===== src/rtl/nested_rec_skid.sv =====
// ============================================================================
// Module   : nested_rec_skid
// Purpose  : Registered two-entry valid/ready skid stage for a packed nested
//            record {g:{a,b}, h[H_W-1:0]}. The head record and its decoded
//            fields are presented downstream, and accepted records are
//            counted.
// Ports    : clk, rst        - clock and asynchronous active-high reset
//            in_valid/ready  - upstream handshake (in_ready is registered)
//            in_rec          - incoming record: [RW-1]=g.a [RW-2]=g.b [H_W-1:0]=h
//            out_valid/ready - downstream handshake
//            out_rec         - head record, whole
//            out_g/a/b/h     - field slices of out_rec
//            rec_cnt         - records accepted since reset (wraps)
//            in_par, out_par, par_err - only with NESTED_REC_PARITY_EN
// Config   : NESTED_REC_PARITY_EN adds per-record parity storage and a
//            sticky parity error flag.
// Revision : 1.0 - initial release
// ============================================================================
`default_nettype none

module nested_rec_skid #(
    parameter int               H_W      = 3,
    parameter logic [H_W+1:0]   INIT_REC = {1'b1, 1'b0, 3'b111},
    parameter int               CNT_W    = 8
) (
    input  logic               clk,
    input  logic               rst,
`ifdef NESTED_REC_PARITY_EN
    input  logic               in_par,
    output logic               out_par,
    output logic               par_err,
`endif
    input  logic               in_valid,
    output logic               in_ready,
    input  logic [H_W+1:0]     in_rec,
    output logic               out_valid,
    input  logic               out_ready,
    output logic [H_W+1:0]     out_rec,
    output logic [1:0]         out_g,
    output logic               out_a,
    output logic               out_b,
    output logic [H_W-1:0]     out_h,
    output logic [CNT_W-1:0]   rec_cnt
);

    localparam int         c_RW    = H_W + 2;
    localparam logic [1:0] c_EMPTY = 2'd0;
    localparam logic [1:0] c_ONE   = 2'd1;
    localparam logic [1:0] c_FULL  = 2'd2;

    logic [1:0]       r_state;
    logic [c_RW-1:0]  r_head;
    logic [c_RW-1:0]  r_skid;
    logic             r_in_ready;
    logic [CNT_W-1:0] r_cnt;

    logic [1:0]       w_state_nxt;
    logic [c_RW-1:0]  w_head_nxt;
    logic [c_RW-1:0]  w_skid_nxt;
    logic             w_acc;
    logic             w_pop;
    logic             w_valid;

`ifdef NESTED_REC_PARITY_EN
    logic r_head_par;
    logic r_skid_par;
    logic r_par_err;
    logic w_head_par_nxt;
    logic w_skid_par_nxt;
`endif

    assign w_valid = (r_state != c_EMPTY);
    assign w_acc   = in_valid & r_in_ready;
    assign w_pop   = w_valid & out_ready;

    always_comb begin
        w_state_nxt = r_state;
        w_head_nxt  = r_head;
        w_skid_nxt  = r_skid;
`ifdef NESTED_REC_PARITY_EN
        w_head_par_nxt = r_head_par;
        w_skid_par_nxt = r_skid_par;
`endif
        case (r_state)
            c_EMPTY: begin
                if (w_acc) begin
                    w_head_nxt  = in_rec;
                    w_state_nxt = c_ONE;
`ifdef NESTED_REC_PARITY_EN
                    w_head_par_nxt = in_par;
`endif
                end
            end
            c_ONE: begin
                if (w_acc && w_pop) begin
                    w_head_nxt = in_rec;
`ifdef NESTED_REC_PARITY_EN
                    w_head_par_nxt = in_par;
`endif
                end else if (w_acc) begin
                    w_skid_nxt  = in_rec;
                    w_state_nxt = c_FULL;
`ifdef NESTED_REC_PARITY_EN
                    w_skid_par_nxt = in_par;
`endif
                end else if (w_pop) begin
                    // Idle head shows the init pattern rather than stale data.
                    w_head_nxt  = INIT_REC;
                    w_state_nxt = c_EMPTY;
`ifdef NESTED_REC_PARITY_EN
                    w_head_par_nxt = 1'b0;
`endif
                end
            end
            c_FULL: begin
                if (w_pop) begin
                    w_head_nxt  = r_skid;
                    w_state_nxt = c_ONE;
`ifdef NESTED_REC_PARITY_EN
                    w_head_par_nxt = r_skid_par;
`endif
                end
            end
            default: begin
                w_head_nxt  = INIT_REC;
                w_state_nxt = c_EMPTY;
            end
        endcase
    end

    always_ff @(posedge clk or posedge rst) begin
        if (rst) begin
            r_state    <= c_EMPTY;
            r_head     <= INIT_REC;
            r_skid     <= '0;
            r_in_ready <= 1'b1;
            r_cnt      <= '0;
        end else begin
            r_state    <= w_state_nxt;
            r_head     <= w_head_nxt;
            r_skid     <= w_skid_nxt;
            // Ready is registered alongside the state it is derived from,
            // so no combinational path exists from out_ready to in_ready.
            r_in_ready <= (w_state_nxt != c_FULL);
            r_cnt      <= r_cnt + CNT_W'(w_acc);
        end
    end

`ifdef NESTED_REC_PARITY_EN
    always_ff @(posedge clk or posedge rst) begin
        if (rst) begin
            r_head_par <= 1'b0;
            r_skid_par <= 1'b0;
            r_par_err  <= 1'b0;
        end else begin
            r_head_par <= w_head_par_nxt;
            r_skid_par <= w_skid_par_nxt;
            if (w_acc && ((^in_rec) != in_par))
                r_par_err <= 1'b1;
        end
    end

    assign out_par = r_head_par;
    assign par_err = r_par_err;
`endif

    assign in_ready  = r_in_ready;
    assign out_valid = w_valid;
    assign out_rec   = r_head;
    assign out_g     = r_head[c_RW-1:c_RW-2];
    assign out_a     = r_head[c_RW-1];
    assign out_b     = r_head[c_RW-2];
    assign out_h     = r_head[H_W-1:0];
    assign rec_cnt   = r_cnt;

endmodule

`default_nettype wire


===== config.mk =====
export PLATFORM = sky130hd
export DESIGN_NAME = nested_rec_skid
export DESIGN_NICKNAME = d
export VERILOG_FILES = /design/src/rtl/nested_rec_skid.sv
export SDC_FILE = /design/constraint.sdc
export NUM_CORES = 1
export LEC_CHECK = 0
export ABC_AREA = 1
export ABC_CLOCK_PERIOD_IN_PS = 4300
export BUFFER_PORTS_ARGS = -buffer_cell sky130_fd_sc_hd__buf_2
export CAP_MARGIN = 20
export CORE_MARGIN = 3
export CORE_UTILIZATION = 35
export DETAILED_ROUTE_END_ITERATION = 8
export GPL_ROUTABILITY_DRIVEN = 0
export SYNTH_ARGS = -nofsm -noshare
export SYNTH_HDL_FRONTEND = slang
export SYNTH_SLANG_ARGS = --single-unit
export TNS_END_PERCENT = 1

===== constraint.sdc =====
create_clock -name clk -period 4.3 [get_ports clk]
set_clock_uncertainty 0.15 [all_clocks]
set_input_delay 0.43 -clock clk [delete_from_list [all_inputs] [get_ports clk]]
set_output_delay 0.43 -clock clk [all_outputs]
set_load 0.03 [all_outputs]

==> qor.yml <==
yosys.area.top_type: "dfrtp_1"
critPathTopFamily: "flip-flops"
min_period_ps: 1990
num_antenna_cells: 0
yosysWarnings: 0
cp.required_ps: 3720
startpoint: "r_state[1]"
routedLengthMet1_um: 927
dieWidth_um: 60.3
grt_pass1_wl_mm: 3.36
wl_per_cell_um: 10.9
cp_num_buf_inv: 2
drtPass1Iterations: 3
r2r_slack_ps: 2550
synth.mux.area_fraction: 0
power_switching_uw: 521
synth_fa_ha_area_frac: 0.0242
dp_hpwl_mm: 1.48
first_global_vias: 792
initial_core_util: 0.372
dieArea_um2: 3640
seq_area_frac_synth: 0.515
wl_met2_um: 872
r2r-start: "in_ready"
outcome: "finished, final reports clean"
areaGrowthSynthToFinish_pct: 14.8
drt-initial-drc-count: 7
ctsResizeCount: 0
synth_compound_area_frac: 0.0436
drt-total-wl_mm: 1.92
syn_area_per_cell_um2: 8.61
combPwrFrac: 0.533
synth_area_leaders: "dfrtp_1 39%, nand2_1 13%, dfstp_2 13%, buf_4 5.1%, xor2_1 5.1%"
remaining_drc_errors: 0
synth_top_area_share: 0.387
via_per_inst: 4.56
cts_setup_buffers: 0
startpoint_type: "register"
cp_cell_sequence: "inv_1, nand2_2, buf_2"
finalCritPeriodShare: 0.463
p_per_area_nw_per_um2: 858
grt_usage: 0.122
layout.nets: 158
yosys_register_bits: 21
core_area_um2: 2780
irDropWorstVdd_mv: 0.445
critPathCapture: "out_valid"
rsz0062_at_grt: "no"
cts_made_buffers: 3
synth_nets: 131
grt_overflow: 0
critPathSlowestCell: "dfrtp_1"
synth.distinct_cells: 19
synth_area_um2: 1030
grt_max_degree: 22
cp_slowest_stage_delay_ps: 570
final.setup.worst_slack_ps: 2310
setup_tns_ps: 0
ant_nets: 0
p_seq_frac: 0.371
htreeDepth: 1
final_core_util: 0.426
synth_xor_area_frac: 0.0508
clock_power_share: 0.096
clk-insertion-delay-late_ps: 310
synth_top_family_by_area: "simple AND/OR/NAND/NOR gates"
setup_viol: 0
hold_path_class: "input port to async pin"
p_int_uw: 497
path_clk_slew_ps: 130
ff2ff_path_depth: 7
rows: 19
dp_slack_ps: 2540
path_max_fanout: 11
vias: 808
drive_gt1_frac: 0.336
cts_buffer_depth: 2
dr.max_layer_used: "met4"
synthCells: 120
endpoint_kind: "output port"
clock-root-buffer: "clkbuf_4"
r2r_end: "rec_cnt[6]"
netSwitchingFraction: 0.512
tightest_slew_ps: 786
max_freq_mhz: 502
port_buffers: 30
crit_type: "register to output port"
power.leakage_nw: 0.668
timing.final.max_slew_violations: 0
cts_tree: "yes"
finalHoldViolCount: 0
final_cell_mix: "37 x nand2_1, 30 x buf_2, 16 x dfrtp_1"
worstPathArrival_ps: 1410
cts-hold-fix-buffers: 0
slew_headroom: 0.475
cp_num_cells: 3
synth-simple-area-share: 0.258
wl_met3_um: 99
antenna_found_initial: 0
io_pins: 31
cts_sinks: 21
mostFrequentLayoutCell: "nand2_1"
fp.dieH_um: 60.3
drv_cap: 0
layer usage:
metal	track usage	vias up
li1	-	418
met1	0.157	371
met2	0.201	17
met3	0.0213	2
met4	0.0570	0
met5	0	-
cell families (layout without fill, tap and decap cells):
logic type / Yosys count / count (layout)
xor+xnor: 6 / 6
fa+ha+maj: 2 / 2
compound gates: 9 / 9
buf+inv: 21 / 47
simple gates: 61 / 61
flops: 21 / 21
layout make-up:
type	instances	area [um2]
clock buffer	3	22.5
timing repair buffer	30	150
fill	284	1600
sequential	21	532
inverter	13	48.8
multi-input combinational	78	389
clock inverter	1	5.00
tap	31	38.8
worst min-delay path by stage:
| stage | startpoint | endpoint | cells after the start |
|---|---|---|---|
| final | rst | r_skid[2] | 2 |
| after global routing | rst | r_skid[4] | 2 |
| after CTS | rst | r_skid[4] | 2 |
| after detailed placement | out_rec[1] | out_rec[1] | 2 |
| after global placement | rec_cnt[7] | rec_cnt[7] | 1 |
| after floorplan | rst | out_rec[3] | 1 |
power by group through the flow:
stage / clock, mW / sequential (mW) / combinational, mW
2_1_floorplan: 0 / 0.499 / 0.335
5_1_grt: 0.111 / 0.394 / 0.602
4_1_cts: 0.103 / 0.380 / 0.551
6_report: 0.0975 / 0.377 / 0.543
3_5_place_dp: 0 / 0.383 / 0.550
3_3_place_gp: 0 / 0.381 / 0.545
registers in the layout, indices dropped and copies added, names as in the netlist:
register and count:
r_state 2, rec_cnt 8, out_rec 5, r_skid 5, in_ready 1
stage by stage:
stage	instance area (um2)	power (mW)	hold slack, ps	instances
5_1_grt	1190	1.11	149	177
6_report	1190	1.02	87.8	177
4_1_cts	1190	1.03	129	177
3_3_place_gp	1160	0.926	305	173
2_1_floorplan	1030	0.834	253	120
3_5_place_dp	1160	0.933	310	173
synth_stat cells:
cell	count
a21oi_1	6
buf_4	7
buf_6	1
dfrtp_1	16
dfstp_2	5
ha_1	2
inv_1	10
inv_2	3
nand2_1	37
nand2_2	4
nand3_1	10
nand3_2	1
nand4_1	1
nor2_1	5
nor2_2	2
nor3_1	1
o21ai_0	2
o21ai_1	1
xor2_1	6
(Power assumes the default switching activity.)
